### src/rtl/mdio_master.sv
// Clause 22 MDIO station-management initiator: takes one command at a time, frames it
// onto MDC/MDIO and returns a single-cycle response with read data and TA error.
module mdio_master #(
    parameter int MDC_DIV = 40,
    parameter int PRE_LEN = 32
) (
    input  logic        clk_200m,
    input  logic        rst_200m,
    input  logic        cmd_valid,
    output logic        cmd_ready,
    input  logic        cmd_write,
    input  logic [4:0]  cmd_phy_addr,
    input  logic [4:0]  cmd_reg_addr,
    input  logic [15:0] cmd_wdata,
    output logic        rsp_valid,
    output logic [15:0] rsp_rdata,
    output logic        rsp_err,
    output logic        mdc,
    input  logic        mdio_in,
    output logic        mdio_out,
    output logic        mdio_oen
);

    localparam int SLOT_LEN = 2 * MDC_DIV;
    localparam int CYC_W    = $clog2(SLOT_LEN);
    localparam logic [CYC_W-1:0] CYC_LAST   = CYC_W'(SLOT_LEN - 1);
    localparam logic [CYC_W-1:0] CYC_MDC_HI = CYC_W'(MDC_DIV);
    localparam logic [4:0] PRE_LAST  = 5'(PRE_LEN - 1);
    localparam logic [4:0] HDR_LAST  = 5'd13;
    localparam logic [4:0] TA_LAST   = 5'd1;
    localparam logic [4:0] DATA_LAST = 5'd15;

    typedef enum logic [2:0] {
        ST_IDLE,
        ST_PRE,
        ST_HDR,
        ST_TA,
        ST_DATA,
        ST_GAP
    } state_t;

    state_t            state_q, state_d;
    logic [CYC_W-1:0]  cyc_q, cyc_d;
    logic [4:0]        bit_q, bit_d;
    logic              write_q, write_d;
    logic [4:0]        phy_q, phy_d;
    logic [4:0]        reg_q, reg_d;
    logic [15:0]       wdata_q, wdata_d;
    logic [15:0]       shift_q, shift_d;
    logic              err_q, err_d;
    logic [1:0]        sync_q;
    logic              cmd_ready_q, cmd_ready_d;
    logic              rsp_valid_q, rsp_valid_d;
    logic [15:0]       rsp_rdata_q, rsp_rdata_d;
    logic              rsp_err_q, rsp_err_d;
    logic              mdc_q, mdc_d;
    logic              mdio_out_q, mdio_out_d;
    logic              mdio_oen_q, mdio_oen_d;

    logic              mdio_in_s;
    logic              slot_end;
    logic [13:0]       hdr_d;
    logic [3:0]        tx_idx;

    assign mdio_in_s = sync_q[1];
    assign slot_end  = (cyc_q == CYC_LAST);

    always_comb begin
        // NOTE: every signal gets a default before any branch so no path leaves one unassigned (no latch).
        state_d     = state_q;
        cyc_d       = cyc_q;
        bit_d       = bit_q;
        write_d     = write_q;
        phy_d       = phy_q;
        reg_d       = reg_q;
        wdata_d     = wdata_q;
        shift_d     = shift_q;
        err_d       = err_q;
        rsp_valid_d = 1'b0;
        rsp_rdata_d = rsp_rdata_q;
        rsp_err_d   = rsp_err_q;

        if (state_q == ST_IDLE) begin
            if (cmd_valid && cmd_ready_q) begin
                write_d = cmd_write;
                phy_d   = cmd_phy_addr;
                reg_d   = cmd_reg_addr;
                wdata_d = cmd_wdata;
                err_d   = 1'b0;
                cyc_d   = '0;
                bit_d   = '0;
                state_d = (PRE_LEN == 0) ? ST_HDR : ST_PRE;
            end
        end else begin
            cyc_d = slot_end ? '0 : cyc_q + 1'b1;
            if (slot_end) begin
                bit_d = bit_q + 1'b1;
                case (state_q)
                    ST_PRE: begin
                        if (bit_q == PRE_LAST) begin
                            state_d = ST_HDR;
                            bit_d   = '0;
                        end
                    end
                    ST_HDR: begin
                        if (bit_q == HDR_LAST) begin
                            state_d = ST_TA;
                            bit_d   = '0;
                        end
                    end
                    ST_TA: begin
                        // A responder that never pulls the line low in TA2 leaves a 1 here.
                        if (!write_q && bit_q == TA_LAST) err_d = mdio_in_s;
                        if (bit_q == TA_LAST) begin
                            state_d = ST_DATA;
                            bit_d   = '0;
                        end
                    end
                    ST_DATA: begin
                        if (!write_q) shift_d = {shift_q[14:0], mdio_in_s};
                        if (bit_q == DATA_LAST) begin
                            state_d = ST_GAP;
                            bit_d   = '0;
                        end
                    end
                    ST_GAP: begin
                        state_d     = ST_IDLE;
                        bit_d       = '0;
                        rsp_valid_d = 1'b1;
                        if (!write_q) rsp_rdata_d = shift_q;
                        rsp_err_d   = !write_q && err_q;
                    end
                    default: state_d = ST_IDLE;
                endcase
            end
        end

        // Pad outputs are decoded from next state so the registers change exactly at slot start.
        hdr_d      = {2'b01, (write_d ? 2'b01 : 2'b10), phy_d, reg_d};
        tx_idx     = '0;
        mdio_out_d = 1'b1;
        mdio_oen_d = 1'b1;
        mdc_d      = (state_d != ST_IDLE) && (cyc_d >= CYC_MDC_HI);
        case (state_d)
            ST_PRE: mdio_oen_d = 1'b0;
            ST_HDR: begin
                tx_idx     = 4'(HDR_LAST - bit_d);
                mdio_out_d = hdr_d[tx_idx];
                mdio_oen_d = 1'b0;
            end
            ST_TA: begin
                if (write_d) begin
                    mdio_out_d = (bit_d == 5'd0);
                    mdio_oen_d = 1'b0;
                end
            end
            ST_DATA: begin
                if (write_d) begin
                    tx_idx     = 4'(DATA_LAST - bit_d);
                    mdio_out_d = wdata_d[tx_idx];
                    mdio_oen_d = 1'b0;
                end
            end
            default: ;
        endcase

        // Ready stays low during the response cycle, so a new accept lands one cycle after it.
        cmd_ready_d = (state_d == ST_IDLE) && !rsp_valid_d;
    end

    always_ff @(posedge clk_200m) begin
        if (rst_200m) begin
            state_q     <= ST_IDLE;
            cyc_q       <= '0;
            bit_q       <= '0;
            write_q     <= 1'b0;
            phy_q       <= '0;
            reg_q       <= '0;
            wdata_q     <= '0;
            shift_q     <= '0;
            err_q       <= 1'b0;
            sync_q      <= 2'b11;
            cmd_ready_q <= 1'b1;
            rsp_valid_q <= 1'b0;
            rsp_rdata_q <= '0;
            rsp_err_q   <= 1'b0;
            mdc_q       <= 1'b0;
            mdio_out_q  <= 1'b1;
            mdio_oen_q  <= 1'b1;
        end else begin
            // NOTE: non-blocking assignments so every register samples pre-edge values.
            state_q     <= state_d;
            cyc_q       <= cyc_d;
            bit_q       <= bit_d;
            write_q     <= write_d;
            phy_q       <= phy_d;
            reg_q       <= reg_d;
            wdata_q     <= wdata_d;
            shift_q     <= shift_d;
            err_q       <= err_d;
            sync_q      <= {sync_q[0], mdio_in};
            cmd_ready_q <= cmd_ready_d;
            rsp_valid_q <= rsp_valid_d;
            rsp_rdata_q <= rsp_rdata_d;
            rsp_err_q   <= rsp_err_d;
            mdc_q       <= mdc_d;
            mdio_out_q  <= mdio_out_d;
            mdio_oen_q  <= mdio_oen_d;
        end
    end

    assign cmd_ready = cmd_ready_q;
    assign rsp_valid = rsp_valid_q;
    assign rsp_rdata = rsp_rdata_q;
    assign rsp_err   = rsp_err_q;
    assign mdc       = mdc_q;
    assign mdio_out  = mdio_out_q;
    assign mdio_oen  = mdio_oen_q;

endmodule
### config.mk
export PLATFORM = sky130hd
export DESIGN_NAME = mdio_master
export DESIGN_NICKNAME = d
export VERILOG_FILES = /design/src/rtl/mdio_master.sv
export SDC_FILE = /design/constraint.sdc
export NUM_CORES = 1
export LEC_CHECK = 0
export CELL_PAD_IN_SITES_DETAIL_PLACEMENT = 1
export CELL_PAD_IN_SITES_GLOBAL_PLACEMENT = 2
export CORE_ASPECT_RATIO = 1.2
export CORE_MARGIN = 2
export CORE_UTILIZATION = 29
export DETAILED_ROUTE_END_ITERATION = 10
export PLACE_DENSITY = 0.75
export SLEW_MARGIN = 20
export SYNTH_ARGS = -nofsm -noshare
export SYNTH_HDL_FRONTEND = slang
export SYNTH_SLANG_ARGS = --single-unit
### constraint.sdc
create_clock -name clk_200m -period 2.81 [get_ports clk_200m]
set_input_delay 0.7025 -clock clk_200m [delete_from_list [all_inputs] [get_ports clk_200m]]
set_output_delay 0.7025 -clock clk_200m [all_outputs]
set_load 0.02 [all_outputs]
* Yosys cells after proc, flatten, opt, wreduce, memory -nomap -nowiden *
Cells that the tools add are included.

operators by class
  add/sub/neg operators = 4
  $lt $le $gt $ge = 3
  equality and inequality tests = 15
  multiplexer cells = 45
  bitwise logic cells = 2
  reduce and logical (&&, ||, !) cells = 20

operators by type and width
  cell                                                                                 number
  5-bit 2-to-1 mux                                                                     11
  16-bit 2-to-1 mux                                                                    2
  5-bit one-hot mux with 5 select lines                                                1
  3-bit 2-to-1 mux                                                                     7
  7-bit 2-to-1 mux                                                                     3
  1-bit 2-to-1 mux                                                                     15
  3-bit by 2-bit equality test with 1-bit output, second input constant                4
  3-bit one-hot mux with 4 select lines                                                1
  4-bit AND reduction                                                                  3
  5-bit by 4-bit equality test with 1-bit output, second input constant                2
  4-bit by 5-bit < comparator with 1-bit output, second input constant                 2
  3-bit equality test, second input constant                                           3
  1-bit binary-select mux with 4-bit select                                            2
  4-bit subtractor, first input constant                                               2
  7-bit by 1-bit adder with 7-bit output, second input constant                        1
  7-bit equality test, second input constant                                           1
  7-bit by 6-bit greater-or-equal comparator with 1-bit output, second input constant  1
  3-bit by 1-bit equality test with 1-bit output, second input constant                2
  3-bit logical NOT                                                                    2
  2-bit nonzero test                                                                   3
  5-bit by 1-bit adder with 5-bit output, second input constant                        1
  5-bit by 1-bit equality test with 1-bit output, second input constant                1
  5-bit equality test, second input constant                                           1
  1-bit logical AND                                                                    5
  10 further kinds                                                                     13

word-level totals
  register bits = 83
  input bits = 31
  output and inout port bits = 22

* Longest topological paths before layout *
  depth after elaboration = 10
  mapped depth = 13
  depth with buffers taken out = 12

* Worst setup path after synthesis *
No wires, ideal clock.

  path kind = register -> register
  start = register bit_q[0]
  end = register mdio_out_q, in the netlist mdio_out
  data arrival time = 2622 ps
  required time = 2680 ps
  path slack = 58 ps
  cell stages (with the launch flop) = 14
  buffers on the path = 1
  period minus slack after synthesis = 2752 ps
  cells stage by stage = dfxtp_1 > ha_1 > nand3_1 > inv_1 > ha_1 > o21bai_1 > a221oi_4 > or4_4 > and2_1 > buf_2 > a211oi_2 > o221ai_1 > a22oi_2 > o211ai_2

between the ends
  word-level cells in the longest chain between the ends = 10
  elaborated cells between the ends (all ways) = 33
  those cells by class = 3 x add/sub; 7 x eq/ne; 22 x mux; 1 x reduce/logical

RTL lines
  item                                                            line  RTL
  start, declared                                                 44    logic [4:0] bit_q, bit_d;
  start signal, assigned                                          194   bit_q <= bit_d;
  5-bit by 1-bit adder with 5-bit output (tied with other cells)  97    bit_d = bit_q + 1'b1;
  5-bit 2-to-1 mux, on equally long branches                      --
  5-bit one-hot mux with 5 select lines                           98    case (state_q)
  5-bit 2-to-1 mux                                                96    if (slot_end) begin
  5-bit 2-to-1 mux                                                83    if (state_q == ST_IDLE) begin
  4-bit subtractor                                                159   tx_idx = 4'(DATA_LAST - bit_d);
  1-bit binary-select mux with 4-bit select                       160   mdio_out_d = wdata_d[tx_idx];
  1-bit 2-to-1 mux (not written as such)                          160
  1-bit 2-to-1 mux                                                158   if (write_d) begin
  1-bit one-hot mux with 3 select lines (*)                       144   case (state_d)
  end signal, assigned                                            207   mdio_out_q <= mdio_out_d;
  end, declared                                                   57    logic mdio_out_q, mdio_out_d;

Mark *: on every way between the ends. The rest lies on a longest branch, timed or not. The select of a mux whose other input is x is not followed.
A chain may end at the register's enable or synchronous reset.

* Worst setup path after layout *
  start = register bit_q[1]
  end = register mdio_out_q, in the netlist mdio_out

Same word-level chain as after synthesis.

==> impl_metrics.env <==
export IMPL_grt_setup_unrepaired="false"
export IMPL_globalRoute_totalOverflow=0
export IMPL_clkSinkCount=83
export IMPL_final_period_minus_worst_setup_slack_ns=2.71
export IMPL_detail_route_drc_violations=0
export IMPL_crit_path_cell_trace="ha_4, nand3_2, inv_2, ha_2, o21bai_2, a221oi_4, or4_4, and2_4, buf_4, a211oi_2, o221ai_1, a22oi_2, o211ai_2"
export IMPL_rr_endpoint="mdio_out$_SDFF_PP1_"
export IMPL_full_die_area_um2=14600
export IMPL_die_width_um=111
export IMPL_synth_async_sr_flop_share_pct=0
export IMPL_worst_skew_pair_late_latency_ns=0.34
export IMPL_core_rowCount=46
export IMPL_hold_buffers=0
export IMPL_cp_end_kind="register"
export IMPL_timing_setup_critical_path_class="reg2reg"
export IMPL_clock_power_share_pct=43.4
export IMPL_post_route_period_util_pct=96.5
export IMPL_gr_usage_all_layers_pct=16.2
export IMPL_fmax_mhz=369
export IMPL_worst_hold_startpoint="sync_q[0]$_SDFF_PP1_"
export IMPL_power_internal_w=0.00208
export IMPL_utilization_pct=40.7
export IMPL_rr_startpoint="bit_q[1]$_SDFF_PP0_"
export IMPL_fill_cells=1572
export IMPL_critical_path_required_ns=3.02
export IMPL_irDropWorstVdd_uv=242
export IMPL_synthTopCellsByArea="sky130_fd_sc_hd__dfxtp_1, sky130_fd_sc_hd__nand2_1, sky130_fd_sc_hd__a21oi_1"
export IMPL_crit_path_top_delay_cell="sky130_fd_sc_hd__or4_4"
export IMPL_postSynthRegisterBits=83
export IMPL_drt_pre_antenna_iters=4
export IMPL_max_clock_path_buffers=2
export IMPL_post_drt_via_cell_ratio=5.11
export IMPL_vias=3789
export IMPL_io_pin_count=53
export IMPL_synth_top_area_share_pct=41.9
export IMPL_area_growth_from_synthesis_to_layout_pct=36.4
export IMPL_run_status="finished clean"
export IMPL_part_of_the_yosys_area_used_for_sequential_elements_pct=41.9
export IMPL_initial_core_util_pct=29.8
export IMPL_place_hpwl_mm=8.73
export IMPL_postPlaceCellArea_um2=4960
export IMPL_power_share_switching_pct=26.2
export IMPL_post_drt_wl_per_cell_um=16.0
export IMPL_netlist_top_cell_by_area="sky130_fd_sc_hd__dfxtp_1"
export IMPL_fin_nets=606
export IMPL_fp_coreArea_um2=13300
export IMPL_setup_violations_final=0
export IMPL_die_ht_um=132
export IMPL_max_cap_violations=0
export IMPL_combPwrFrac_pct=12.4
export IMPL_ys_warnings_count=0
export IMPL_detailedRoute_firstIterationViolations=158
export IMPL_synth_main_ff_cell="sky130_fd_sc_hd__dfxtp_1"
export IMPL_worst_clock_skew_on_the_final_layout_ns=0.00533
export IMPL_post_synth_inst_count=483
export IMPL_timing_critical_path_slowest_cell_delay_ns=0.56
export IMPL_reg2reg_setup_slack_ns=0.1
export IMPL_drt_total_wl_mm=11.9
export IMPL_p_seq_share_pct=44.2
export IMPL_synth_lib_cells_used_distinct=65
export IMPL_first_global_vias=3924
export IMPL_syn_area_um2=3970
export IMPL_root_buffer="sky130_fd_sc_hd__clkbuf_16"
export IMPL_synth_enable_flop_cells=0
export IMPL_min_delay_path_depth=1
export IMPL_post_route_cells_drive_above_1_share_pct=20.0
export IMPL_cts_buffers=9
export IMPL_path_clk_slew_ns=0.06
export IMPL_design_area_um2=5410
export IMPL_final_weighted_congestion_in_routability_driven_placement=0.816
export IMPL_grt_pass1_wl_mm=19.5
export IMPL_synth_fp_nets=520
export IMPL_cts_tree="built"
export IMPL_grt_max_degree=59
export IMPL_total_leakage_power_nw=1.93
export IMPL_avgSynthCellArea_um2=8.21
export IMPL_arrival_time_reported_for_the_critical_path_endpoint_ns=2.93
export IMPL_powerDensity_nw_per_um2=522
export IMPL_crit_fanout=5
export IMPL_start_kind="register"
export IMPL_antenna_found_initial=0
export IMPL_cts_htree_levels=3
export IMPL_worstHoldEndpoint="sync_q[1]$_SDFF_PP1_"
export IMPL_hp_class="reg2reg"
export IMPL_hold_viol_final=0
export IMPL_totalNegativeSetupSlack_ns=0
export IMPL_timing_final_max_slew_violations=0
export IMPL_relSlewSlack_pct=65.4
export IMPL_io_buffer_count=52
export IMPL_ant_nets=0
export IMPL_worst_slew_pin_transition_ns=0.519
export IMPL_n_antenna_cell=0
export IMPL_worst_r2r_cell_count=13
export IMPL_p_switching_w=0.000740
==> placed cells by master (no fill, tap or decap), types with 3 or more instances in the layout <==
| cell type | instances |
|---|---|
| sky130_fd_sc_hd__nand2_1 | 98 |
| sky130_fd_sc_hd__nand2b_1 | 5 |
| sky130_fd_sc_hd__dfxtp_1 | 80 |
| sky130_fd_sc_hd__nor3b_1 | 4 |
| sky130_fd_sc_hd__clkbuf_16 | 9 |
| sky130_fd_sc_hd__nor3_1 | 6 |
| sky130_fd_sc_hd__mux2i_1 | 22 |
| sky130_fd_sc_hd__or2_2 | 4 |
| sky130_fd_sc_hd__o31ai_1 | 3 |
| sky130_fd_sc_hd__inv_1 | 5 |
| sky130_fd_sc_hd__and3_1 | 3 |
| sky130_fd_sc_hd__a211oi_2 | 3 |
| sky130_fd_sc_hd__dfxtp_2 | 3 |
| sky130_fd_sc_hd__a21oi_1 | 57 |
| sky130_fd_sc_hd__nor2b_1 | 6 |
| sky130_fd_sc_hd__nand3_1 | 11 |
| sky130_fd_sc_hd__nand4b_1 | 3 |
| sky130_fd_sc_hd__o211ai_1 | 4 |
| sky130_fd_sc_hd__nand4_1 | 3 |
| sky130_fd_sc_hd__nor2_1 | 45 |
| sky130_fd_sc_hd__nor2_2 | 4 |
| sky130_fd_sc_hd__clkinv_4 | 4 |
| sky130_fd_sc_hd__buf_4 | 49 |
| sky130_fd_sc_hd__clkdlybuf4s50_1 | 51 |
| sky130_fd_sc_hd__o21ai_0 | 17 |
| sky130_fd_sc_hd__a211oi_1 | 5 |
==> through the flow <==
stage | setup WS, ns | power (W) | hold slack [ns] | instances
global route | 0.00159 | 0.00295 | 0.434 | 742
detailed placement | -0.116 | 0.00162 | 0.398 | 723
global placement | -0.0866 | 0.00161 | 0.399 | 723
finish | 0.0974 | 0.00282 | 0.420 | 742
CTS | 0.00664 | 0.00286 | 0.424 | 741
floorplan | 0.0582 | 0.00146 | 0.389 | 483
==> synthesized netlist by cell type, types with 3 or more instances <==
cell type and instances:
sky130_fd_sc_hd__dfxtp_1 83, sky130_fd_sc_hd__ha_1 6, sky130_fd_sc_hd__a211oi_1 7, sky130_fd_sc_hd__o31ai_1 3, sky130_fd_sc_hd__inv_1 6, sky130_fd_sc_hd__nand4b_1 3
sky130_fd_sc_hd__o21ai_0 17, sky130_fd_sc_hd__nand3_1 12, sky130_fd_sc_hd__and3_1 4, sky130_fd_sc_hd__o211ai_1 4, sky130_fd_sc_hd__nor2_1 48, sky130_fd_sc_hd__nor3_1 6
sky130_fd_sc_hd__a21oi_1 57, sky130_fd_sc_hd__nor3b_1 4, sky130_fd_sc_hd__buf_2 8, sky130_fd_sc_hd__nand4_1 3, sky130_fd_sc_hd__nand2_2 3, sky130_fd_sc_hd__or2_2 4
sky130_fd_sc_hd__nor2b_1 6, sky130_fd_sc_hd__nand2_1 98, sky130_fd_sc_hd__nand2b_1 5, sky130_fd_sc_hd__clkbuf_1 16, sky130_fd_sc_hd__mux2i_1 23
==> registers in the layout, summed over array words and instances, names as in the netlist, 3 cells and up <==
signal     flops
bit_q          5
shift_q       16
wdata_q       16
cyc_q          7
reg_q          5
state_q        3
phy_q          5
rsp_rdata     16
==> final cells by class <==
class / instances / area [um^2] / share of cell area, %
clock buffers: 9 / 225 / 4.17
clock inverters: 7 / 85.1 / 1.57
inverters: 6 / 22.5 / 0.417
multi-input cells: 365 / 2260 / 41.9
flip-flops and latches: 83 / 1670 / 30.8
well taps: 168 / 210 / 3.89
repair buffers: 104 / 935 / 17.3
==> layer usage <==
layer  part of all wire, %  global-route usage [%]
met1                    46                    20.0
met2                    50                    28.3
met3                   2.9                    2.99
met4                   1.7                    5.83
met5                     0                       0
==> power groups by stage <==
stage | sequential (W) | clock (W) | combinational [W]
finish | 0.00125 | 0.00122 | 0.000350
global route | 0.00125 | 0.00131 | 0.000386
CTS | 0.00125 | 0.00126 | 0.000351
detailed placement | 0.00127 | 0 | 0.000347
global placement | 0.00127 | 0 | 0.000341
floorplan | 0.00127 | 0 | 0.000190
==> critical path, delay by kind of cell, from the launching register on <==
| family | cells | cell delay (ns) |
|---|---|---|
| flops | 1 | 0.34 |
| simple gates | 3 | 0.82 |
| fa+ha+maj | 2 | 0.33 |
| compound gates | 6 | 0.93 |
| buf+inv | 2 | 0.18 |
==> cell families (layout without fill, tap and decap cells) <==
group,after synthesis,in the layout,share of synthesized area (%)
compound gates,120,120,20.1
simple gates,214,214,25.9
buf+inv,35,126,3.94
mux,24,24,6.09
fa+ha+maj,6,6,1.89
flops,83,83,41.9
xor+xnor,1,1,0.221
==> what timing repair did <==
item                                    CTS  global route
resized for setup                        10            19
buffers inserted                          2             1
pin swaps                                 1             7
endpoints found under the setup margin    1             1
==> worst max-delay path by stage <==
stage	startpoint	to	cells past startpoint	slack [ns]
5_1_grt	bit_q[1]$_SDFF_PP0_	mdio_out$_SDFF_PP1_	13	0.002
4_1_cts	bit_q[0]$_SDFF_PP0_	mdio_out$_SDFF_PP1_	12	0.007
6_report	bit_q[1]$_SDFF_PP0_	mdio_out$_SDFF_PP1_	13	0.1
2_1_floorplan	bit_q[0]$_SDFF_PP0_	mdio_out$_SDFF_PP1_	13	0.06
3_3_place_gp	bit_q[0]$_SDFF_PP0_	mdio_out$_SDFF_PP1_	12	-0.09
3_5_place_dp	bit_q[0]$_SDFF_PP0_	mdio_out$_SDFF_PP1_	12	-0.12
Power figures use the tool's default switching activity.
